$ cat config.mk
export PLATFORM = sky130hd
export DESIGN_NAME = cpu_step_controller_flat
export DESIGN_NICKNAME = d
export VERILOG_FILES = /design/src/rtl/cpu_step_controller_if.sv /design/src/rtl/cpu_step_controller.sv /design/src/flat_wrapper.sv
export SDC_FILE = /design/constraint.sdc
export NUM_CORES = 1
export LEC_CHECK = 0
export ABC_AREA = 1
export ABC_CLOCK_PERIOD_IN_PS = 2500
export CAP_MARGIN = 20
export CORE_MARGIN = 5
export CORE_UTILIZATION = 46
export CTS_BUF_LIST = sky130_fd_sc_hd__clkbuf_4 sky130_fd_sc_hd__clkbuf_8
export DETAILED_ROUTE_END_ITERATION = 7
export GPL_ROUTABILITY_DRIVEN = 1
export PLACE_DENSITY = 0.84
export SLEW_MARGIN = 30
export SYNTH_ARGS = -nofsm -noshare
export SYNTH_HDL_FRONTEND = slang
export SYNTH_SLANG_ARGS = --single-unit
$ cat constraint.sdc
create_clock -name clk -period 2.5 [get_ports clk]
set_input_delay 0.5 -clock clk [delete_from_list [all_inputs] [get_ports clk]]
set_output_delay 0.5 -clock clk [all_outputs]
set_load 0.1 [all_outputs]
$ cat src/rtl/cpu_step_controller_if.sv
// ---------------------------------------------------------------------------
// cpu_step_controller_if
//   Bundles the step controller's board-side inputs (debounced step button,
//   run switch, breakpoint setup, processor PC) and its outputs (step strobe
//   and status for the display mux).
//
//   master : the surrounding board logic / testbench; drives the inputs
//   slave  : the step controller itself
//
//   Signals
//     step_btn    debounced step button level
//     run_sw      run switch level, 1 = request free-run
//     bp_en       breakpoint compare enable
//     bp_addr     breakpoint PC value (PC_W)
//     pc          current processor PC (PC_W)
//     step_pulse  one-cycle strobe, one instruction per strobe
//     running     1 while free-running
//     halted      1 while stopped on a breakpoint
//     bp_hit      1 while stopped on a breakpoint
//     step_count  number of strobes issued since reset (CNT_W, wraps)
// ---------------------------------------------------------------------------
interface cpu_step_controller_if #(
    parameter int PC_W  = 32,
    parameter int CNT_W = 16
);
    logic             step_btn;
    logic             run_sw;
    logic             bp_en;
    logic [PC_W-1:0]  bp_addr;
    logic [PC_W-1:0]  pc;
    logic             step_pulse;
    logic             running;
    logic             halted;
    logic             bp_hit;
    logic [CNT_W-1:0] step_count;

    modport master (
        output step_btn, run_sw, bp_en, bp_addr, pc,
        input  step_pulse, running, halted, bp_hit, step_count
    );

    modport slave (
        input  step_btn, run_sw, bp_en, bp_addr, pc,
        output step_pulse, running, halted, bp_hit, step_count
    );
endinterface

$ cat src/rtl/cpu_step_controller.sv
// ---------------------------------------------------------------------------
// cpu_step_controller
//   Turns the debounced step button and the run switch into one-cycle step
//   strobes for the single-cycle processor. Modes: manual single-step (IDLE),
//   free-run at one step every RATE_DIV cycles (RUN), and stop on a PC match
//   (BP_HALT). Every output is a register.
//
//   Ports
//     clk     in  system clock, rising edge
//     reset   in  asynchronous active-low reset
//     bus     slave modport of cpu_step_controller_if (step_btn, run_sw,
//             bp_en, bp_addr, pc in; step_pulse, running, halted, bp_hit,
//             step_count out)
// ---------------------------------------------------------------------------
module cpu_step_controller #(
    parameter int RATE_DIV = 25_000_000,
    parameter int PC_W     = 32,
    parameter int CNT_W    = 16
) (
    input  logic                  clk,
    input  logic                  reset,
    cpu_step_controller_if.slave  bus
);

    localparam int               DIV_W    = (RATE_DIV > 2) ? $clog2(RATE_DIV) : 1;
    localparam logic [DIV_W-1:0] DIV_LAST = DIV_W'(RATE_DIV - 1);

    typedef enum logic [1:0] {
        ST_IDLE    = 2'd0,
        ST_RUN     = 2'd1,
        ST_BP_HALT = 2'd2
    } state_t;

    state_t             state_q, state_d;
    logic [DIV_W-1:0]   div_q, div_d;
    logic               btn_q, run_q;
    logic               pulse_q, pulse_d;
    logic               running_q, halted_q;
    logic [CNT_W-1:0]   cnt_q, cnt_d;

    logic               btn_rise, run_rise, at_terminal, bp_match;
    logic [PC_W-1:0]    pc_w, bp_w;

    assign pc_w        = bus.pc;
    assign bp_w        = bus.bp_addr;
    assign btn_rise    = bus.step_btn & ~btn_q;
    assign run_rise    = bus.run_sw & ~run_q;
    assign at_terminal = (div_q == DIV_LAST);
    // Full-width compare, no masking of low PC bits.
    assign bp_match    = bus.bp_en & (pc_w == bp_w);

    // ---- decide: next state, divider and step strobe ----
    always_comb begin
        state_d = state_q;
        div_d   = div_q;
        pulse_d = 1'b0;
        unique case (state_q)
            ST_IDLE: begin
                // Run request wins over a button edge in the same cycle.
                if (run_rise) begin
                    state_d = ST_RUN;
                    div_d   = '0;
                end else if (btn_rise) begin
                    pulse_d = 1'b1;
                end
            end
            ST_RUN: begin
                if (!bus.run_sw) begin
                    state_d = ST_IDLE;
                    div_d   = '0;
                end else if (at_terminal) begin
                    div_d = '0;
                    if (bp_match) begin
                        state_d = ST_BP_HALT;
                    end else begin
                        pulse_d = 1'b1;
                    end
                end else begin
                    div_d = div_q + DIV_W'(1);
                end
            end
            ST_BP_HALT: begin
                // The resume strobe moves pc off the breakpoint before the
                // next compare, so execution continues past it.
                if (!bus.run_sw) begin
                    state_d = ST_IDLE;
                    div_d   = '0;
                end else if (btn_rise) begin
                    pulse_d = 1'b1;
                    state_d = ST_RUN;
                    div_d   = '0;
                end
            end
            default: begin
                state_d = ST_IDLE;
                div_d   = '0;
            end
        endcase
        cnt_d = cnt_q + {{(CNT_W-1){1'b0}}, pulse_d};
    end

    // ---- register: state plus registered outputs ----
    always_ff @(posedge clk or negedge reset) begin
        if (!reset) begin
            state_q   <= ST_IDLE;
            div_q     <= '0;
            btn_q     <= 1'b0;
            run_q     <= 1'b0;
            pulse_q   <= 1'b0;
            running_q <= 1'b0;
            halted_q  <= 1'b0;
            cnt_q     <= '0;
        end else begin
            state_q   <= state_d;
            div_q     <= div_d;
            btn_q     <= bus.step_btn;
            run_q     <= bus.run_sw;
            pulse_q   <= pulse_d;
            running_q <= (state_d == ST_RUN);
            halted_q  <= (state_d == ST_BP_HALT);
            cnt_q     <= cnt_d;
        end
    end

    assign bus.step_pulse = pulse_q;
    assign bus.running    = running_q;
    assign bus.halted     = halted_q;
    assign bus.bp_hit     = halted_q;
    assign bus.step_count = cnt_q;

endmodule

$ cat src/flat_wrapper.sv
// flat-port wrapper written by rule: the top's interface ports become plain ports
module cpu_step_controller_flat 
#(
    parameter int RATE_DIV = 25_000_000,
    parameter int PC_W     = 32,
    parameter int CNT_W    = 16
)
  (clk, reset, bus_step_btn, bus_run_sw, bus_bp_en, bus_bp_addr, bus_pc, bus_step_pulse, bus_running, bus_halted, bus_bp_hit, bus_step_count);
  cpu_step_controller_if #(.PC_W(PC_W), .CNT_W(CNT_W)) bus_i ();
  input  logic clk;
  input  logic reset;
  input wire logic [$bits(bus_i.step_btn)-1:0] bus_step_btn;
  input wire logic [$bits(bus_i.run_sw)-1:0] bus_run_sw;
  input wire logic [$bits(bus_i.bp_en)-1:0] bus_bp_en;
  input wire logic [$bits(bus_i.bp_addr)-1:0] bus_bp_addr;
  input wire logic [$bits(bus_i.pc)-1:0] bus_pc;
  output wire logic [$bits(bus_i.step_pulse)-1:0] bus_step_pulse;
  output wire logic [$bits(bus_i.running)-1:0] bus_running;
  output wire logic [$bits(bus_i.halted)-1:0] bus_halted;
  output wire logic [$bits(bus_i.bp_hit)-1:0] bus_bp_hit;
  output wire logic [$bits(bus_i.step_count)-1:0] bus_step_count;
  assign bus_i.step_btn = bus_step_btn;
  assign bus_i.run_sw = bus_run_sw;
  assign bus_i.bp_en = bus_bp_en;
  assign bus_i.bp_addr = bus_bp_addr;
  assign bus_i.pc = bus_pc;
  assign bus_step_pulse = bus_i.step_pulse;
  assign bus_running = bus_i.running;
  assign bus_halted = bus_i.halted;
  assign bus_bp_hit = bus_i.bp_hit;
  assign bus_step_count = bus_i.step_count;
  cpu_step_controller #(.RATE_DIV(RATE_DIV), .PC_W(PC_W), .CNT_W(CNT_W)) u_core (.clk(clk), .reset(reset), .bus(bus_i));
endmodule
; ---- After elaboration in Yosys (flattened, before gate mapping)
; Cells that the tools add are included.
[classes]
add_sub_neg = 2
mul = 0
n_div = 0
magnitude_cmp = 0
eq_ne = 8
shifts = 0
muxes = 20
bitwise_logic = 5
n_reduce_logical = 2
[ops]
columns = operator, count
row1 = $mux W25, 5
row2 = $pmux W25 S3, 1
row3 = $eq A32 B32 Y1, 1
row4 = $add A25 B1 Y25 const B, 1
row5 = $eq A25 B25 Y1 const B, 1
row6 = $add A16 B1 Y16, 1
row7 = $mux W2, 6
row8 = $mux W1, 6
row9 = $pmux W2 S3, 1
row10 = $eq A2 B1 Y1 const B, 2
row11 = $eq A2 B2 Y1 const B, 2
row12 = $and A1 B1 Y1, 3
row13 = $ne A3 B2 Y1 const B, 1
row14 = $pmux W1 S3, 1
row15 = $logic_not A2 Y1, 1
row16 = $ne A2 B1 Y1 const B, 1
row17 = $not A1 Y1, 2
row18 = $reduce_and A2 Y1, 1
[totals]
reg_bits = 48
latchBits = 0
ram_bits = 0
mem_bits_ro = 0
in_bits = 69
wordCells = 45
memories = 0

; ---- Depth between registers and ports, before layout
[logic_depth]
ltp_word = 7
depth_mapped = 21

; ---- Worst setup path before layout
; OpenSTA, ideal clock, no wires.
[synth_timing]
path_kind = flip-flop to flip-flop
start = register u_core.div_q[0]
end = register u_core.cnt_q[15], in the netlist u_core.bus.step_count[15]
setup_ns = 0.158
arrival_time_ns = 2.452
t_required_ns = 2.342
path_slack_ns = -0.110
path_stages_with_launch = 17
synth_period_minus_slack_ns = 2.610
cell_sequence = dfrtp_1 -> ha_1 -> nand3_2 -> nor2_4 -> nand2_1 -> nor2_4 -> nand2_1 -> nand2_1 -> nand2_1 -> a21oi_1 -> ha_1 -> nand3_1 -> nor2_1 -> nand2_1 -> nor4_1 -> nand4_1 -> xnor2_1
[synth_between]
elab_chain_cells = 5
[synth_lines]
columns = element, line_no
row1 = "start, declared", cpu_step_controller.sv:35  ; logic [DIV_W-1:0] div_q, div_d;
row2 = "start signal, assigned", cpu_step_controller.sv:115  ; div_q <= div_d;
row3 = $eq A25 B25 Y1, cpu_step_controller.sv:48  ; assign at_terminal = (div_q == DIV_LAST);
row4 = $mux W1, cpu_step_controller.sv:71  ; end else if (at_terminal) begin
row5 = $mux W1, cpu_step_controller.sv:68  ; if (!bus.run_sw) begin
row6 = $pmux W1 S3, cpu_step_controller.sv:57  ; unique case (state_q)
row7 = net u_core.pulse_d, cpu_step_controller.sv:37  ; logic pulse_q, pulse_d;
row8 = $add A16 B1 Y16, cpu_step_controller.sv:99  ; cnt_d = cnt_q + {{(CNT_W-1){1'b0}}, pulse_d};
row9 = net u_core.cnt_d[15], cpu_step_controller.sv:39  ; logic [CNT_W-1:0] cnt_q, cnt_d;
row10 = "end signal, assigned", cpu_step_controller.sv:121  ; cnt_q <= cnt_d;
row11 = "end, declared", cpu_step_controller.sv:39
; The timed path passes the listed nets, and every way through them passes these cells.
; A chain may end at the register's enable or synchronous reset.

; ---- Final worst setup path
[layout_timing]
start = register u_core.div_q[1]
end = register u_core.cnt_q[12], in the netlist u_core.bus.step_count[12]
; Same word-level chain as after synthesis.

==> qor.tcl <==
set qor(latest_clock_arrival_within_the_worst_skew_pair_ns) 0.31
set qor(clkTransAtPathRegs_ns) 0.10
set qor(total_length_of_routed_wires_mm) 9.66
set qor(path_class) {reg2reg}
set qor(report.power.total_mw) 2.78
set qor(ys_ff_latch) 48
set qor(track_usage_pct) 21.1
set qor(status) {complete, no violations}
set qor(grt_antenna_before_repair) 0
set qor(path_delay_family) {simple AND/OR/NAND/NOR gates}
set qor(cts_num_sinks) 48
set qor(cts-buffers-inserted) 5
set qor(tritoncts) {done}
set qor(ys_seq_area_share_pct) 36.0
set qor(routed_wire_length_per_instance_microns) 13.1
set qor(path_cells) {ha_4 -> nand3_4 -> nor2_4 -> nand2_2 -> nor2_4 -> nand2_1 -> nand2_1 -> nand2_1 -> a21oi_2 -> ha_2 -> ha_4 -> nand3_4 -> nor2_4 -> nand2_4 -> nor2_4 -> nand3_2 -> xnor2_2}
set qor(grt_pass1_vias) 3627
set qor(die_x_microns) 95.2
set qor(initial_core_utilization_pct) 46.7
set qor(postSynthCellCount) 473
set qor(cts.hold.buffers_added) 0
set qor(drt_iter0_markers) 142
set qor(detailed_place_hpwl_mm) 6.92
set qor(grt_overflow) 0
set qor(io_buffers) 88
set qor(crit_path_end_kind) {flip-flop}
set qor(r2r_setup_slk_ns) 0.01
set qor(vias) 3582
set qor(clk_root_buffer_cell) {sky130_fd_sc_hd__clkbuf_8}
set qor(synth_enable_flop_cells) 0
set qor(drc) 0
set qor(power.ir.vdd_worst_v) 0.00109
set qor(utilization_pct) 72.0
set qor(met3_usage_pct) 3.95
set qor(yosys.cell_types.count) 38
set qor(placementRows) 31
set qor(setup.worst_path.start_class) {flip-flop}
set qor(arrival_ns) 2.69
set qor(layoutNonFillerInstCount) 737
set qor(fin_worst_skew_ns) 0.00806
set qor(syn_avg_cell_area_sq_um) 7.05
set qor(clock_tree.htree_level_count) 2
set qor(synth_ff_type) {sky130_fd_sc_hd__dfrtp_1}
set qor(finalHoldViolations) 0
set qor(synthesis.nets) 550
set qor(timing.max_slew.rel_slack_pct) 74.4
set qor(syn-cell-area_sq_mm) 0.00334
set qor(post_route_cells_drive_above_1_share_pct) 28.2
set qor(hp-class) {in2async}
set qor(final_period_minus_worst_setup_slack_ns) 2.49
set qor(grt_max_degree) 49
set qor(max_cap_check_violation_count) 0
set qor(ys_warn_count) 0
set qor(design.core.area_sq_mm) 0.00714
set qor(layout.cell_area.non_filler_sq_mm) 0.00514
set qor(final.hold.worst_slack_ns) 0.157
set qor(chipHeight_microns) 95.2
set qor(grt.met2_usage_pct) 39.9
set qor(pwr_density_cell_mw_per_mm2) 541
set qor(synth_top_cells_by_area) {sky130_fd_sc_hd__dfrtp_1, sky130_fd_sc_hd__nand2_1, sky130_fd_sc_hd__inv_1}
set qor(timing.critical_path.buf_inv) 0
set qor(yosysTopAreaCellShare_pct) 36.0
set qor(global_route.peak_usage_layer) {met2}
set qor(grt.met1_usage_pct) 23.6
set qor(crit_path_frequent_cell) {sky130_fd_sc_hd__nor2_4}
set qor(power.leakage_nw) 2.78
set qor(placement.cell_area_sq_mm) 0.00460
set qor(dr.pass1.iters) 4
set qor(inserted_diodes) 0
set qor(critical_path.max_fanout) 3
set qor(synth.largest_area_cell) {sky130_fd_sc_hd__dfrtp_1}
set qor(postSynth.asyncResetShare_pct) 100
set qor(ios) 89
set qor(finalNetCount) 714
set qor(endpoints_failing_setup) 0
set qor(dpl.cell_count) 692
set qor(post_route_antenna_net_violation_count) 0
set qor(area_growth_syn_to_layout_pct) 54.1
set qor(critPathRequiredTime_ns) 2.71
set qor(first_pass_grt_wire_length_mm) 15.4
set qor(maxClockFrequency_ghz) 0.402
set qor(critPathMaxStageDelay_ns) 0.41
set qor(gpl.final_weighted_congestion) 0.877
set qor(rsz_0062_raised_after_global_routing) {yes}
set qor(routed_via_density) 4.86
set qor(number_of_buffers_on_the_longest_clock_path) 2
set qor(cpMaxStageDelayCell) {sky130_fd_sc_hd__dfrtp_1}
set qor(max_slew.worst_pin.slew_ns) 0.380
set qor(timing.final.max_slew_violations) 0
set qor(floorplan.die_area_sq_mm) 0.00905
set qor(period_share_pct) 99.4
-- cells in the mapped netlist, types with 8 or more instances --
master and n:
sky130_fd_sc_hd__nand3_1 25, sky130_fd_sc_hd__nor3_1 14, sky130_fd_sc_hd__nand2_1 123, sky130_fd_sc_hd__inv_1 92, sky130_fd_sc_hd__o21ai_0 11, sky130_fd_sc_hd__ha_1 8
sky130_fd_sc_hd__a21oi_1 10, sky130_fd_sc_hd__dfrtp_1 48, sky130_fd_sc_hd__xor2_1 18, sky130_fd_sc_hd__nand4_1 12, sky130_fd_sc_hd__xnor2_1 11, sky130_fd_sc_hd__nor2_1 57
-- final cells by class --
class                   count  area, sq um
fillers                   509         2000
multi-input cells         326         1990
repair buffers            162         1360
flip-flops and latches     48         1200
inverters                  94          353
well taps                  99          124
clock buffers               5         68.8
clock inverters             3         46.3
-- layer usage --
layer	routed length [microns]	share of wire, %	up-vias
li1	-	-	1790
met1	3810	39	1673
met4	227	2.3	0
met2	5260	54	91
met3	359	3.7	28
met5	0	0	-
-- where the power goes --
part | internal, mW | switching (mW) | leakage [nW] | total, mW
logic | 0.429 | 0.809 | 2.08 | 1.24
registers | 0.849 | 0.103 | 0.638 | 0.952
clock network | 0.302 | 0.290 | 0.0548 | 0.592
total | 1.58 | 1.20 | 2.78 | 2.78
-- through the flow --
| step | setup slack (ns) | setup TNS, ns |
|---|---|---|
| 2_1_floorplan | -0.0521 | -0.0649 |
| 3_3_place_gp | -0.395 | -3.29 |
| 3_5_place_dp | -0.543 | -4.93 |
| 4_1_cts | -0.0638 | -0.124 |
| 5_1_grt | -0.179 | -1.23 |
| 6_report | 0.0146 | 0 |
-- layout by cell type, fill, tap and decap left out, types with 6 or more instances in the layout --
| cell | synthesis | final |
|---|---|---|
| sky130_fd_sc_hd__nor3_1 | 14 | 12 |
| sky130_fd_sc_hd__dlygate4sd2_1 | 0 | 45 |
| sky130_fd_sc_hd__inv_2 | 2 | 8 |
| sky130_fd_sc_hd__buf_4 | 1 | 90 |
| sky130_fd_sc_hd__clkbuf_2 | 0 | 6 |
| sky130_fd_sc_hd__nor2_4 | 4 | 9 |
| sky130_fd_sc_hd__o21ai_0 | 11 | 8 |
| sky130_fd_sc_hd__nand4_1 | 12 | 12 |
| sky130_fd_sc_hd__dfrtp_1 | 48 | 48 |
| sky130_fd_sc_hd__nand3_2 | 2 | 6 |
| sky130_fd_sc_hd__dlymetal6s2s_1 | 0 | 8 |
| sky130_fd_sc_hd__xor2_1 | 18 | 18 |
| sky130_fd_sc_hd__nor2_2 | 3 | 9 |
| sky130_fd_sc_hd__a21oi_1 | 10 | 9 |
| sky130_fd_sc_hd__inv_1 | 92 | 86 |
| sky130_fd_sc_hd__nand2_2 | 5 | 13 |
| sky130_fd_sc_hd__nor2_1 | 57 | 46 |
| sky130_fd_sc_hd__xnor2_1 | 11 | 8 |
| sky130_fd_sc_hd__nand2_1 | 123 | 113 |
| sky130_fd_sc_hd__nand3_1 | 25 | 19 |
-- cells by family after synthesis --
family	share of synthesized area, %
AOI/OAI and AO/OA	5.96
xor gates and xnor gates	7.61
buffers and inverters	11.8
and+or+nand+nor	35.3
DFF	36.0
muxes	0.300
adders and majority gates	3.00
-- final timing paths --
path,startpoint,endpoint,cells after the start
worst min-delay path,reset,u_core.bus.bp_hit,2
worst max register to register,u_core.div_q[1],u_core.bus.step_count[12],17
worst max-delay path,u_core.div_q[1],u_core.bus.step_count[12],17
max in group asynchronous,reset,u_core.div_q[5],2
min in group clk,u_core.bus.step_count[15],u_core.bus.step_count[15],1
worst min register to register,u_core.bus.step_count[15],u_core.bus.step_count[15],1
-- repair_timing --
item                                    4_1_cts  5_1_grt
pin swaps                                    25       30
resized for setup                            70       66
setup buffers                                27       11
endpoints found under the setup margin        9       14
-- registers in the layout, indices dropped and copies added (netlist names) --
register,flops
u_core.btn_q,1
u_core.bus.step_pulse,1
u_core.state_q,2
u_core.bus.step_count,16
u_core.div_q,25
u_core.run_q,1
u_core.bus.bp_hit,1
u_core.bus.running,1
No activity file was read; power rests on OpenSTA's default activity.
